## src/rtl/phy_pkg.sv

```systemverilog
// Shared PHY definitions for the tx and rx paths: FSM encoding, default control symbols
// and a counter-width helper.
// Latency: n/a (package only).
// Backpressure: n/a (package only).
package phy_pkg;

  // Alignment FSM encoding. Kept as plain constants so legacy blocks can share it.
  localparam logic [1:0] ST_SEARCH = 2'd0;
  localparam logic [1:0] ST_COUNT  = 2'd1;
  localparam logic [1:0] ST_ACTIVE = 2'd2;

  // Default control symbols for 8-bit symbol streams.
  localparam logic [7:0] DEF_COMMA = 8'hBC;
  localparam logic [7:0] DEF_IDLE  = 8'h7C;

  // Width of a counter that must hold range_n distinct values. The result is never below 1 bit.
  function automatic int cnt_w(input int range_n);
    return (range_n > 1) ? $clog2(range_n) : 1;
  endfunction

endpackage

```

## src/rtl/phy_word_align.sv

```systemverilog
// Serial-to-word aligner. It hunts for COMMA bit by bit, confirms LOCK_COUNT aligned commas
// and then marks every WIDTH-th bit as a word boundary.
// Latency: word and boundary are combinational on the sampling edge; active is registered
// and changes one cycle after the state change.
// Backpressure: none. The block consumes one bit per clk_32f edge unconditionally.
// Ports: clk_32f/reset (clock, async active-low reset), data_in (serial bit, MSB first),
//        resync (drop lock), word (shift window including this edge's bit),
//        boundary (this edge completes a word while locked), active (locked flag).
module phy_word_align
  import phy_pkg::*;
#(
  parameter int               WIDTH      = 8,
  parameter logic [WIDTH-1:0] COMMA      = DEF_COMMA,
  parameter int               LOCK_COUNT = 4
) (
  input  logic             clk_32f,
  input  logic             reset,
  input  logic             data_in,
  input  logic             resync,
  output logic [WIDTH-1:0] word,
  output logic             boundary,
  output logic             active
);

  localparam int              BW       = cnt_w(WIDTH);
  localparam int              CW       = cnt_w(LOCK_COUNT + 1);
  localparam logic [BW-1:0]   BIT_LAST = BW'(WIDTH - 1);
  localparam logic [BW-1:0]   BIT_ONE  = BW'(1);
  localparam logic [CW-1:0]   CNT_ONE  = CW'(1);
  localparam logic [CW-1:0]   LOCK_N   = CW'(LOCK_COUNT);

  logic [WIDTH-1:0] sr;
  logic [1:0]       state, state_nxt;
  logic [BW-1:0]    bit_cnt, bit_cnt_nxt;
  logic [CW-1:0]    comma_cnt, comma_cnt_nxt;
  logic             at_last_bit;
  logic             is_comma;
  logic             sr_msb_unused;

  // The oldest bit is shifted out of the window on each edge, so it never reaches a consumer.
  assign sr_msb_unused = sr[WIDTH-1];

  assign word        = {sr[WIDTH-2:0], data_in};
  assign is_comma    = (word == COMMA);
  assign at_last_bit = (bit_cnt == BIT_LAST);
  // Only locked boundaries reach the lane demux. A resync on the same edge cancels the boundary.
  assign boundary    = (state == ST_ACTIVE) && at_last_bit && !resync;

  always_comb begin
    state_nxt     = state;
    bit_cnt_nxt   = bit_cnt;
    comma_cnt_nxt = comma_cnt;
    if (resync) begin
      state_nxt     = ST_SEARCH;
      bit_cnt_nxt   = '0;
      comma_cnt_nxt = '0;
    end else begin
      case (state)
        ST_SEARCH: begin
          if (is_comma) begin
            bit_cnt_nxt   = '0;
            comma_cnt_nxt = CNT_ONE;
            state_nxt     = (LOCK_COUNT == 1) ? ST_ACTIVE : ST_COUNT;
          end
        end
        ST_COUNT: begin
          bit_cnt_nxt = at_last_bit ? '0 : bit_cnt + BIT_ONE;
          if (at_last_bit) begin
            if (is_comma) begin
              comma_cnt_nxt = comma_cnt + CNT_ONE;
              if (comma_cnt + CNT_ONE == LOCK_N) state_nxt = ST_ACTIVE;
            end else begin
              state_nxt     = ST_SEARCH;
              comma_cnt_nxt = '0;
            end
          end
        end
        ST_ACTIVE: begin
          bit_cnt_nxt = at_last_bit ? '0 : bit_cnt + BIT_ONE;
        end
        default: begin
          state_nxt = ST_SEARCH;
        end
      endcase
    end
  end

  always_ff @(posedge clk_32f or negedge reset) begin
    if (!reset) begin
      sr        <= '0;
      state     <= ST_SEARCH;
      bit_cnt   <= '0;
      comma_cnt <= '0;
      active    <= 1'b0;
    end else begin
      sr        <= word;
      state     <= state_nxt;
      bit_cnt   <= bit_cnt_nxt;
      comma_cnt <= comma_cnt_nxt;
      active    <= (state_nxt == ST_ACTIVE);
    end
  end

endmodule

```

## src/rtl/phy_deser_n.sv

```systemverilog
// Serial deserializer. It aligns on COMMA and then spreads each data word round-robin over
// NUM_LANES output lanes.
// Latency: valid_rx/idle_out pulse in the cycle after the edge that samples a word's last bit.
// Backpressure: none. The outputs are pulses and lanes hold their values until overwritten.
// Ports: clk_32f/reset (clock, async active-low reset), data_in (serial bit, MSB first),
//        resync (drop lock), data_rx (lane L at [L*WIDTH +: WIDTH]), valid_rx (per-lane strobe),
//        active (locked), idle_out (IDLE received while locked).
module phy_deser_n
  import phy_pkg::*;
#(
  parameter int               WIDTH      = 8,
  parameter int               NUM_LANES  = 4,
  parameter logic [WIDTH-1:0] COMMA      = DEF_COMMA,
  parameter logic [WIDTH-1:0] IDLE       = DEF_IDLE,
  parameter int               LOCK_COUNT = 4
) (
  input  logic                       clk_32f,
  input  logic                       reset,
  input  logic                       data_in,
  input  logic                       resync,
  output logic [NUM_LANES*WIDTH-1:0] data_rx,
  output logic [NUM_LANES-1:0]       valid_rx,
  output logic                       active,
  output logic                       idle_out
);

  localparam int            LW        = cnt_w(NUM_LANES);
  localparam logic [LW-1:0] LAST_LANE = LW'(NUM_LANES - 1);
  localparam logic [LW-1:0] LANE_ONE  = LW'(1);

  logic [WIDTH-1:0] word;
  logic             boundary;
  logic [LW-1:0]    lane_ptr;

  phy_word_align #(
    .WIDTH      (WIDTH),
    .COMMA      (COMMA),
    .LOCK_COUNT (LOCK_COUNT)
  ) u_align (
    .clk_32f  (clk_32f),
    .reset    (reset),
    .data_in  (data_in),
    .resync   (resync),
    .word     (word),
    .boundary (boundary),
    .active   (active)
  );

  always_ff @(posedge clk_32f or negedge reset) begin
    if (!reset) begin
      data_rx  <= '0;
      valid_rx <= '0;
      idle_out <= 1'b0;
      lane_ptr <= '0;
    end else begin
      valid_rx <= '0;
      idle_out <= 1'b0;
      // While not locked the pointer is held at lane 0, so every lock starts on lane 0.
      if (resync || !active) begin
        lane_ptr <= '0;
      end else if (boundary) begin
        if (word == COMMA) begin
          lane_ptr <= '0;
        end else if (word == IDLE) begin
          idle_out <= 1'b1;
        end else begin
          for (int l = 0; l < NUM_LANES; l++) begin
            if (lane_ptr == LW'(l)) begin
              data_rx[l*WIDTH +: WIDTH] <= word;
              valid_rx[l]               <= 1'b1;
            end
          end
          lane_ptr <= (lane_ptr == LAST_LANE) ? '0 : lane_ptr + LANE_ONE;
        end
      end
    end
  end

endmodule

```

## config.mk

```make
export PLATFORM = sky130hd
export DESIGN_NAME = phy_deser_n
export DESIGN_NICKNAME = d
export VERILOG_FILES = /design/src/rtl/phy_pkg.sv /design/src/rtl/phy_word_align.sv /design/src/rtl/phy_deser_n.sv
export SDC_FILE = /design/constraint.sdc
export NUM_CORES = 1
export LEC_CHECK = 0
export BUFFER_PORTS_ARGS = -buffer_cell sky130_fd_sc_hd__buf_2
export CORE_ASPECT_RATIO = 0.75
export CORE_MARGIN = 3
export CORE_UTILIZATION = 50
export CTS_CLUSTER_SIZE = 10
export DETAILED_ROUTE_END_ITERATION = 6
export PLACE_DENSITY = 0.77
export SLEW_MARGIN = 20
export SYNTH_ARGS = -nofsm -noshare
export SYNTH_HDL_FRONTEND = slang
export SYNTH_HIERARCHICAL = 1
export SYNTH_SLANG_ARGS = --single-unit
```

## constraint.sdc

```tcl
create_clock -name clk_32f -period 1.9 [get_ports clk_32f]
set_clock_uncertainty 0.05 [all_clocks]
set_input_delay 0.19 -clock clk_32f [delete_from_list [all_inputs] [get_ports clk_32f]]
set_output_delay 0.19 -clock clk_32f [all_outputs]
set_load 0.1 [all_outputs]
```

-- Yosys cells after proc, flatten, opt, wreduce, memory -nomap -nowiden
Cells that the tools add are included.
W data, S select, Z words.
- add/sub/neg operators: 3
- equality and inequality tests: 13
- mux-type cells: 32
- reduce and logical (&&, ||, !) cells: 18
- bitwise logic cells: 3
- operator list (cell ; number):
    $mux W3 ; 7
    $mux W2 ; 10
    $reduce_and A5 Y1 ; 4
    $mux W4 ; 4
    $pmux W3 S2 ; 2
    $ne A3 B2 Y1 const B ; 3
    $eq A2 B2 Y1 const B ; 4
    $eq A8 B7 Y1 const B ; 1
    $eq A8 B8 Y1 const B ; 1
    $mux W1 ; 8
    $add A3 B1 Y3 const B ; 2
    $eq A3 B3 Y1 const B ; 2
    $pmux W2 S3 ; 1
    $reduce_bool A3 Y1 ; 2
    $eq A2 B1 Y1 const B ; 2
    $logic_not A2 Y1 ; 2
    $reduce_and A2 Y1 ; 2
    $not A1 Y1 ; 3
    $reduce_and A3 Y1 ; 1
    $add A2 B1 Y2 const B ; 1
    $logic_and A1 B1 Y1 ; 2
    $logic_not A1 Y1 ; 2
    $reduce_bool A2 Y1 ; 1
    $reduce_or A2 Y1 ; 1
    $logic_or A1 B1 Y1 ; 1
- flip-flop bits (word level): 55
- logic and storage cells: 81

-- Depth between registers and ports, before layout
Gate-level depths: netlist of the first run.
- depth after elaboration: 8
- depth in mapped cells: 11
- gate-level depth less buffers: 8

-- Cells and area by module
Netlist of the first run, hierarchy kept.
- by module, submodules not included (module ; sequential area each (um^2) ; area an instance (um^2) ; cells each ; instances):
    phy_deser_n ; 975.9 ; 1775.5 ; 146 ; 1
    phy_word_align ; 400.4 ; 854.6 ; 75 ; 1

-- Worst setup path before layout of the first run
Ideal clock, no wire load.
- path kind: flip-flop to flip-flop
- start point: register u_align.bit_cnt[0]
- end point: register data_rx[18]
- library setup time: 0.126 ns
- arrival: 1.887 ns
- path slack: -0.162 ns
- stages on the path, launching flop included: 11
- path through: dfrtp_1 ha_1 ha_1 buf_2 nand2_1 nor2_1 and3b_1 buf_4 buf_6 nand3_4 mux2_2
- longest elaborated chain between the ends: 4
- RTL lines (item ; RTL line ; text):
    from (decl) ; phy_word_align.sv:34 ; logic [BW-1:0] bit_cnt, bit_cnt_nxt;
    from (signal assigned) ; phy_word_align.sv:98 ; bit_cnt <= bit_cnt_nxt;
    $eq A3 B3 Y1 ; phy_word_align.sv:45 ; assign at_last_bit = (bit_cnt == BIT_LAST);
    $logic_and A1 B1 Y1 (2 in series) ; phy_word_align.sv:47 ; assign boundary = (state == ST_ACTIVE) && at_last_bit && !resync;
    net boundary ; phy_deser_n.sv:32 ; logic boundary;
    $reduce_and A5 Y1 (no line) ; - ;
    to (signal, indexed assignment) ; phy_deser_n.sv:69 ; data_rx[l*WIDTH +: WIDTH] <= word;
    to (decl) ; phy_deser_n.sv:21 ; output logic [NUM_LANES*WIDTH-1:0] data_rx,
The timed path passes the listed nets, and every way through them passes these cells.
A chain may end at the register's enable or synchronous reset.

-- Worst setup path in the final report of the first run
- start point: register u_align.bit_cnt[1]
- end point: register data_rx[10]
Same word-level chain as after synthesis.

==> results.tsv, run 1 <==
metric	value	unit
HP Class	in2reg	
clk buf depth	2	
Final Cycle Share	100	%
Comb pwr share	4.0	%
GRT Total Usage	18.0	%
CTS root buf	clkbuf_8	
Async S/R FF share, synth	100	%
row cnt	22	
Synth Register Bits	55	
via count	1905	
syn nets	237	
vias in the first global route	1746	
Chip Width	89.7	um
Via density	5.49	
dpl cells	336	
total CTS buffers	5	
setup tns final	0	ns
I/O Buffers	41	
FF+latch area	1380	um^2
Final Setup Violations	0	
achievable frequency	527	MHz
Final HPWL DP	3810	um
total power	0.00210	W
Clk pin slew, worst setup/hold paths	0.10	ns
critical path type	reg2reg	
ys flop type	dfrtp_1	
Total Wirelength	5420	um
die area	6180	um^2
Layout area overhead	23.0	%
height of the die	68.8	um
Max Cap Viol	0	
DRC	0	
worst slew pin tran	0.491	ns
critical path launch point type	flop	
post-route ant nets	0	
Hold Fails Final Rpt	0	
RSZ-0062 raised after global routing	true	
synth unique cells	47	
Relative slew margins	67.5	%
Hold Slack	0.0182	ns
initial core utilization	52.8	%
drt first pass iters	4	
final global-route overflow total	0	
I/O Pins	42	
CP Data Required Time	2.05	ns
Net Sw Frac	21.9	%
Multi-input gate area	1230	um^2
Critical Path AT	2.05	ns
gpl congestion	0.803	
fin cells	347	
Leak Pwr	1.67	nW
Final Max Slew Viols	0	
yosys warns	6	
Layout Nets	290	
final-layout fill cell count	373	
CTS tree	built	
internal power	0.00164	W
sequential power share	56.9	%
number of synthesized flops with an enable pin	0	
CTS sink cnt	55	
power density over the cells	649	nW/um^2
post-route minimum period	1.90	ns
crit path max fanout	11	
Peak VDD IR	438	uV
WL per Instance	15.6	um
post-synthesis sequential area ratio	52.3	%
initial antenna violation count	0	
total core area	4980	um^2
fin worst setup slack	0.000715	ns
layout cells sized above 1	37.5	%
largest net degree at the start of global routing	39	
antenna diode count	0	
syn_area_per_cell	11.9	um^2
clk_lat worst skew	0.31	ns
first-pass GRT wire length	8830	um
Syn Inst Count	221	
htree depth	2	
share of total power in the clock network	39.1	%
pre-CTS setup slack	-0.0111	ns
Mapped Area	2630	um^2
crit end category	flop	
Iteration-0 DRC Markers	116	
outcome	finished clean	
Psw	0.000459	W
sequential cells by signal, indices dropped and copies added (netlist names):
register	flops
valid_rx	4
u_align/state	2
data_rx	32
u_align/bit_cnt	3
lane_ptr	2
u_align/active	1
idle_out	1
u_align/sr	7
u_align/comma_cnt	3
final cells by class:
| cell class | instances | area share [%] |
|---|---|---|
| Sequential cell | 55 | 42.6 |
| Multi-Input combinational cell | 143 | 38.1 |
| Timing Repair Buffer | 57 | 11.4 |
| Tap cell | 72 | 2.78 |
| Clock buffer | 6 | 2.55 |
| Inverter | 12 | 1.39 |
| Clock inverter | 2 | 1.20 |
per-layer routing:
layer | wire, um | track usage, % | vias to the layer above
met4 | 29 | 3.44 | 0
met2 | 2320 | 27.9 | 54
met3 | 261 | 3.69 | 5
met5 | 0 | 0 | -
li1 | - | - | 920
met1 | 2810 | 26.7 | 926
stage by stage:
stage | utilization (%) | cell area (um^2)
final | 64.9 | 3240
after CTS | 63.7 | 3170
after global placement | 60.8 | 3030
after detailed placement | 60.8 | 3030
after floorplan | - | 2690
after global routing | 64.9 | 3240
power by group through the flow:
stage          registers, W   logic, W  clock network [W]
2_1_floorplan       0.00121  0.0000409                  0
3_3_place_gp        0.00122  0.0000815                  0
3_5_place_dp        0.00122  0.0000825                  0
4_1_cts             0.00120  0.0000843           0.000840
5_1_grt             0.00120  0.0000937           0.000881
6_report            0.00120  0.0000836           0.000821
logic make-up (layout without fill, tap and decap cells):
logic type               Yosys count  after routing  synth area share [%]
adder cells (fa/ha/maj)           12             12                  5.71
multiplexers                      20             20                  8.94
AO/OA/AOI/OAI                     54             54                  14.8
buffers and inverters             23             77                  4.14
AND/OR/NAND/NOR                   55             55                  13.4
XOR/XNOR                           2              2                 0.666
flip-flops                        55             55                  52.3
cell usage after synthesis (2+ instances only):
cell type	instances	area (um^2)
clkbuf_1	4	15.0
a32o_1	8	80.1
and3b_1	3	26.3
buf_4	3	22.5
nor2_1	4	15.0
mux2_2	16	180
a21boi_0	2	15.0
o22ai_1	4	25.0
a22oi_1	4	30.0
nor4b_1	2	17.5
nand3_1	15	75.1
nand2_1	11	41.3
ha_1	12	150
a21oi_1	8	40.0
nand3_2	4	40.0
nand3b_1	3	22.5
dfrtp_1	55	1380
a211o_1	4	35.0
nor2b_1	2	12.5
inv_1	12	45.0
o21ai_0	15	75.1
mux2_4	3	45.0
buf_2	3	15.0
placed cells by master, fill, tap and decap left out, types with 9 or more instances in the layout:
cell type	instances
dfrtp_1	54
buf_2	41
nand3_1	15
o21ai_0	13
inv_1	12
buf_4	12
mux2_2	11
nand2_1	10
ha_1	9
final timing paths:
kind | end | slack [ns] | depth (start not counted) | startpoint
worst max-delay path | data_rx[10] | 0.0007 | 8 | u_align/bit_cnt[1]
worst min-delay path | u_align/sr[0] | 0.02 | 1 | data_in
worst max register to register | data_rx[10] | 0.0007 | 8 | u_align/bit_cnt[1]
worst min register to register | data_rx[24] | 0.45 | 1 | data_rx[24]
max in group asynchronous | u_align/active | 0.98 | 3 | reset
min in group asynchronous | valid_rx[0] | 0.28 | 2 | reset
what timing repair did:
item / in CTS / in global routing
gates resized for setup: 2 / 8
pin swaps: 0 / 2
buffers inserted: 0 / 1
gates cloned: 0 / 1
setup endpoints to repair: 15 / 31
hold buffers: 1 / 0
hold endpoints to repair: 17 / 0
critical path, stage by stage (launching register included):
cell,delay (ns)
dfrtp_1,0.40
ha_2,0.20
ha_4,0.16
nand2_4,0.06
nor2_4,0.04
and3b_2,0.22
buf_12,0.15
nand3_4,0.14
mux2_2,0.36
Power figures use the tool's default switching activity.
==> run 2, diff against run 1 <==
Settings changed: CAP_MARGIN set to 25, SETUP_SLACK_MARGIN set to 0.2.
==> run 2 against run 1 <==
Critical path depth is the same; critical endpoint is now data_rx[20]; the flow now finishes with violations (negative setup slack); utilization grew 3.2 points; total power is 0.80% lower; combinational power grew 2%; clock power fell by 2%; critical path type unchanged; clock-buffer cell count decreased by 1; flip-flop and latch count unchanged; sequential power is essentially flat; hold slack lost 0.0056 ns; sequential share of layout area shrank 1.9 points.
==> results.tsv, run 2 (same netlist as run 1, synthesis figures left out) <==
metric	value	unit
initial antenna violation count	0	
post-route ant nets	0	
dpl cells	335	
initial core utilization	52.8	%
worst slew pin tran	0.499	ns
Final Cycle Share	100	%
share of total power in the clock network	38.5	%
vias in the first global route	1944	
Total Wirelength	6030	um
CTS root buf	clkbuf_8	
Clk pin slew, worst setup/hold paths	0.11	ns
Chip Width	89.7	um
Comb pwr share	4.1	%
fin worst setup slack	-0.00808	ns
Final Setup Violations	3	
total CTS buffers	5	
HP Class	in2reg	
outcome	finished with violations	
Largest Register	data_rx	
Via density	5.72	
gpl congestion	0.818	
via count	2025	
commonest cells after routing, fill and taps aside	dfrtp_1, buf_2, mux2_4	
biggest registers after layout	data_rx (32), u_align/sr (7), valid_rx (4)	
layout cells sized above 1	43.6	%
Layout Nets	297	
Final HPWL DP	3900	um
crit path max fanout	7	
post-route minimum period	1.91	ns
power density over the cells	614	nW/um^2
I/O Buffers	41	
Net Sw Frac	22.9	%
I/O Pins	42	
htree depth	2	
final global-route overflow total	0	
first-pass GRT wire length	9840	um
clk buf depth	2	
antenna diode count	0	
crit end category	flop	
clk_lat worst skew	0.31	ns
violated checks	negative setup slack	
Layout area overhead	29.0	%
drt first pass iters	4	
Final Max Slew Viols	0	
Critical Path AT	2.05	ns
die area	6180	um^2
internal power	0.00161	W
sequential power share	57.4	%
GRT Total Usage	20.4	%
critical path launch point type	flop	
Relative slew margins	67.0	%
CTS tree	built	
CP Data Required Time	2.05	ns
Peak VDD IR	446	uV
Leak Pwr	1.77	nW
max reg flops	32	
achievable frequency	524	MHz
Max Cap Viol	0	
CTS sink cnt	55	
commonest non-fill, non-tap cell in the layout	dfrtp_1	
fin cells	354	
largest net degree at the start of global routing	56	
DRC	0	
total core area	4980	um^2
RSZ-0062 raised after global routing	true	
WL per Instance	17.0	um
row cnt	22	
Iteration-0 DRC Markers	121	
Hold Fails Final Rpt	0	
fin area	3390	um^2
critical path type	reg2reg	
Cell Area, Placed	3020	um^2
height of the die	68.8	um
Psw	0.000478	W
run 2: cell types whose count changed in the layout (fill, tap and decap cells not counted), sizes merged:
cell,change
buf,+8
clkbuf,-2
clkinvlp,+1
run 2: path summary, 6_finish.rpt:
path | start | to | slack [ns] | cells after the start
worst min-delay path | data_in | u_align/sr[0] | 0.01 | 1
worst max register to register | u_align/bit_cnt[0] | data_rx[20] | -0.008 | 8
min in group asynchronous | reset | valid_rx[0] | 0.36 | 3
max in group asynchronous | reset | u_align/active | 1.17 | 3
worst min register to register | u_align/sr[5] | u_align/sr[6] | 0.40 | 0
worst max-delay path | u_align/bit_cnt[0] | data_rx[20] | -0.008 | 8
run 2: power groups by stage:
stage          Combinational, W  Clock, W  Sequential [W]
2_1_floorplan         0.0000409         0         0.00121
3_3_place_gp          0.0000813         0         0.00122
3_5_place_dp          0.0000827         0         0.00122
4_1_cts               0.0000853  0.000814         0.00120
5_1_grt               0.0000961  0.000868         0.00120
6_report              0.0000849  0.000802         0.00120
run 2: through the flow:
step                      power [W]  TNS, ns  utilization [%]  hold slack (ns)  setup WS (ns)
after floorplan             0.00125   -0.420                -           -0.156        -0.0566
after global placement      0.00130        0             60.7            0.157         0.0385
after detailed placement    0.00130   -0.203             60.7            0.160        -0.0316
after CTS                   0.00210        0             67.0           0.0106        0.00340
after global routing        0.00216    -1.06             68.1          0.00705        -0.0727
final                       0.00208  -0.0147             68.1           0.0126       -0.00808
run 2: cell type report:
cell class                 count  area [um^2]
sequential                    55         1380
timing repair buffer          64          448
fill                         369         1590
tap                           72         90.1
clock buffer                   5         68.8
multi-input combinational    143         1310
inverter                      12         47.5
clock inverter                 3         46.3
run 2: critical path, stage by stage, from the launching register on:
cell	delay, ns
dfrtp_1	0.37
ha_2	0.20
ha_4	0.15
nand2_4	0.05
nor2_4	0.07
and3b_2	0.25
buf_12	0.15
nand3_4	0.16
mux2_4	0.35
run 2: per-layer routing:
layer | global-route usage, % | up-vias | share of wire (%)
met4 | 4.02 | 0 | 0.80
met5 | 0 | - | 0
met3 | 3.58 | 8 | 4.4
li1 | - | 941 | -
met2 | 35.5 | 68 | 47
met1 | 27.7 | 1008 | 48
run 2: repair_timing:
action / in CTS / in global routing
endpoints found under the setup margin: 39 / 42
cloned: 2 / 0
setup buffers: 6 / 3
endpoints found under the hold margin: 55 / 0
gates resized for setup: 23 / 26
hold buffers: 1 / 0
pin swaps: 10 / 11
==> run 3, diff against run 2 <==
Settings changed: CORE_UTILIZATION 50 to 60, PLACE_DENSITY 0.77 to 0.86, SKIP_LAST_GASP set to 1.
Clock period 1.9 ns to 2.3 ns, I/O delays scaled along.
==> run 3 against run 2 <==
Final cell count fell by 9.9%; wire length fell by 14%; hold slack worse by 0.036 ns; the run ends with negative hold slack left; sequential share of layout area is 5.5 points higher; flip-flop and latch count is the same; die area shrank 15%; clock power shrank 36%; critical path depth is the same; clock-buffer cell count is 1 higher.
==> results.tsv, run 3 (same netlist as run 1, synthesis figures left out) <==
metric	value	unit
outcome	finished with violations	
violated checks	negative hold slack	
RSZ-0062 raised after global routing	true	
Critical Path AT	2.16	ns
CTS resizes	0	
setup tns final	0	ns
critical path launch point type	flop	
met2 Use GR	31.7	%
crit end category	flop	
initial antenna violation count	0	
row cnt	20	
final global-route overflow total	0	
Total Wirelength	5210	um
post-cts hold buffer count	0	
post-route ant nets	0	
max reg flops	32	
commonest non-fill, non-tap cell in the layout	dfrtp_1	
Post-CTS Setup Inserts	0	
initial core utilization	63.7	%
slowest stage delay, CP	0.38	ns
CTS root buf	clkbuf_8	
worst slew pin tran	0.664	ns
CP dominant cell by count	ha_1	
busiest grt layer	met1	
Via density	5.99	
Peak VDD IR	536	uV
fin worst setup slack	0.283	ns
crit path max fanout	22	
pre-CTS setup slack	0.257	ns
gpl congestion	0.889	
Chip Width	82.5	um
met3 usage	6.71	%
antenna diode count	0	
GRT Total Usage	22.1	%
clk buf depth	2	
Final Max Slew Viols	0	
critical path, cell by cell	ha_1 > ha_1 > nand2_1 > nor2_2 > and3b_1 > buf_12 > nand3_2 > mux2_2	
vias in the first global route	1880	
Final Setup Violations	0	
post-route minimum period	2.02	ns
Relative slew margins	55.7	%
htree depth	2	
total CTS buffers	5	
first-pass GRT wire length	9000	um
Hold Fails Final Rpt	36	
Layout area overhead	13.2	%
CTS tree	built	
power density over the cells	525	nW/um^2
Hold Slack	-0.0237	ns
Final Cycle Share	87.7	%
WL per Instance	16.3	um
I/O Buffers	41	
Clk pin slew, worst setup/hold paths	0.10	ns
Iteration-0 DRC Markers	133	
Largest Register	data_rx	
height of the die	63.3	um
drt first pass iters	4	
met1 GRT Util	32.5	%
Critical Path Slowest Stage Cell	dfrtp_1	
Layout Nets	279	
largest net degree at the start of global routing	56	
layout cells sized above 1	31.8	%
final-layout fill cell count	310	
Final HPWL DP	3740	um
CTS sink cnt	55	
via count	1912	
achievable frequency	496	MHz
DRC	0	
biggest registers after layout	data_rx (32), u_align/sr (7), valid_rx (4)	
critical path type	reg2reg	
Layout Utilization	72.1	%
total core area	4130	um^2
Leak Pwr	1.55	nW
clk_lat worst skew	0.31	ns
CP Data Required Time	2.45	ns
commonest cells after routing, fill and taps aside	dfrtp_1, buf_2, mux2_2	
die area	5220	um^2
HP Class	in2async	
Max Cap Viol	0	
I/O Pins	42	
[run 3: cell count changes in the layout (fill, tap and decap cells not counted), moves of 4 or more]
cell,before,now
nand2_1,6,11
mux2_4,19,3
ha_1,8,12
buf_4,13,4
o21ai_0,8,15
mux2_2,0,16
o21ai_1,6,0
buf_6,6,0
[run 3: final cells by class]
class / count / area [um^2] / area share, %
clock buffers: 6 / 72.6 / 2.44
repair buffers: 46 / 255 / 8.57
well taps: 55 / 68.8 / 2.31
flip-flops and latches: 55 / 1380 / 46.2
clock inverters: 2 / 12.5 / 0.420
multi-input cells: 143 / 1150 / 38.5
inverters: 12 / 45.0 / 1.51
[run 3: metrics by stage]
| step | power, W | hold slack (ns) | std cells | area (um^2) |
|---|---|---|---|---|
| after global placement | 0.00107 | 0.334 | 311 | 2890 |
| after floorplan | 0.00104 | -0.116 | 221 | 2630 |
| after detailed placement | 0.00107 | 0.344 | 311 | 2890 |
| after CTS | 0.00158 | 0.00419 | 319 | 2980 |
| final | 0.00156 | -0.0237 | 319 | 2980 |
| after global routing | 0.00164 | 0.0263 | 319 | 2980 |
[run 3: path summary, 6_finish.rpt]
kind | start | end | slack (ns) | cells after the start
hold / removal | reset | valid_rx[1] | -0.02 | 2
setup / recovery | u_align/bit_cnt[0] | data_rx[28] | 0.28 | 8
min in group clk_32f | data_in | u_align/sr[0] | 0.06 | 1
max in group asynchronous | reset | u_align/comma_cnt[1] | 1.77 | 2
setup reg to reg | u_align/bit_cnt[0] | data_rx[28] | 0.28 | 8
hold reg to reg | data_rx[8] | data_rx[8] | 0.45 | 1
[run 3: worst max-delay path: cells and delay by family, from the launching register on]
family        cells  cell delay (ns)
simple gates      4             0.62
flops             1             0.38
buf+inv           1             0.17
fa+ha+maj         2             0.34
mux               1             0.33
[run 3: where the power goes]
group	internal, W	switching (W)	total (W)
clock network	0.000213	0.000301	0.000514
registers	0.000974	0.0000139	0.000988
logic	0.0000175	0.0000439	0.0000614
total	0.00120	0.000359	0.00156
[run 3: metal layers]
layer / vias to the layer above / part of all wire [%]
met3: 5 / 7.7
met1: 943 / 47
met4: 0 / 0.73
li1: 894 / -
met5: - / 0
met2: 70 / 45
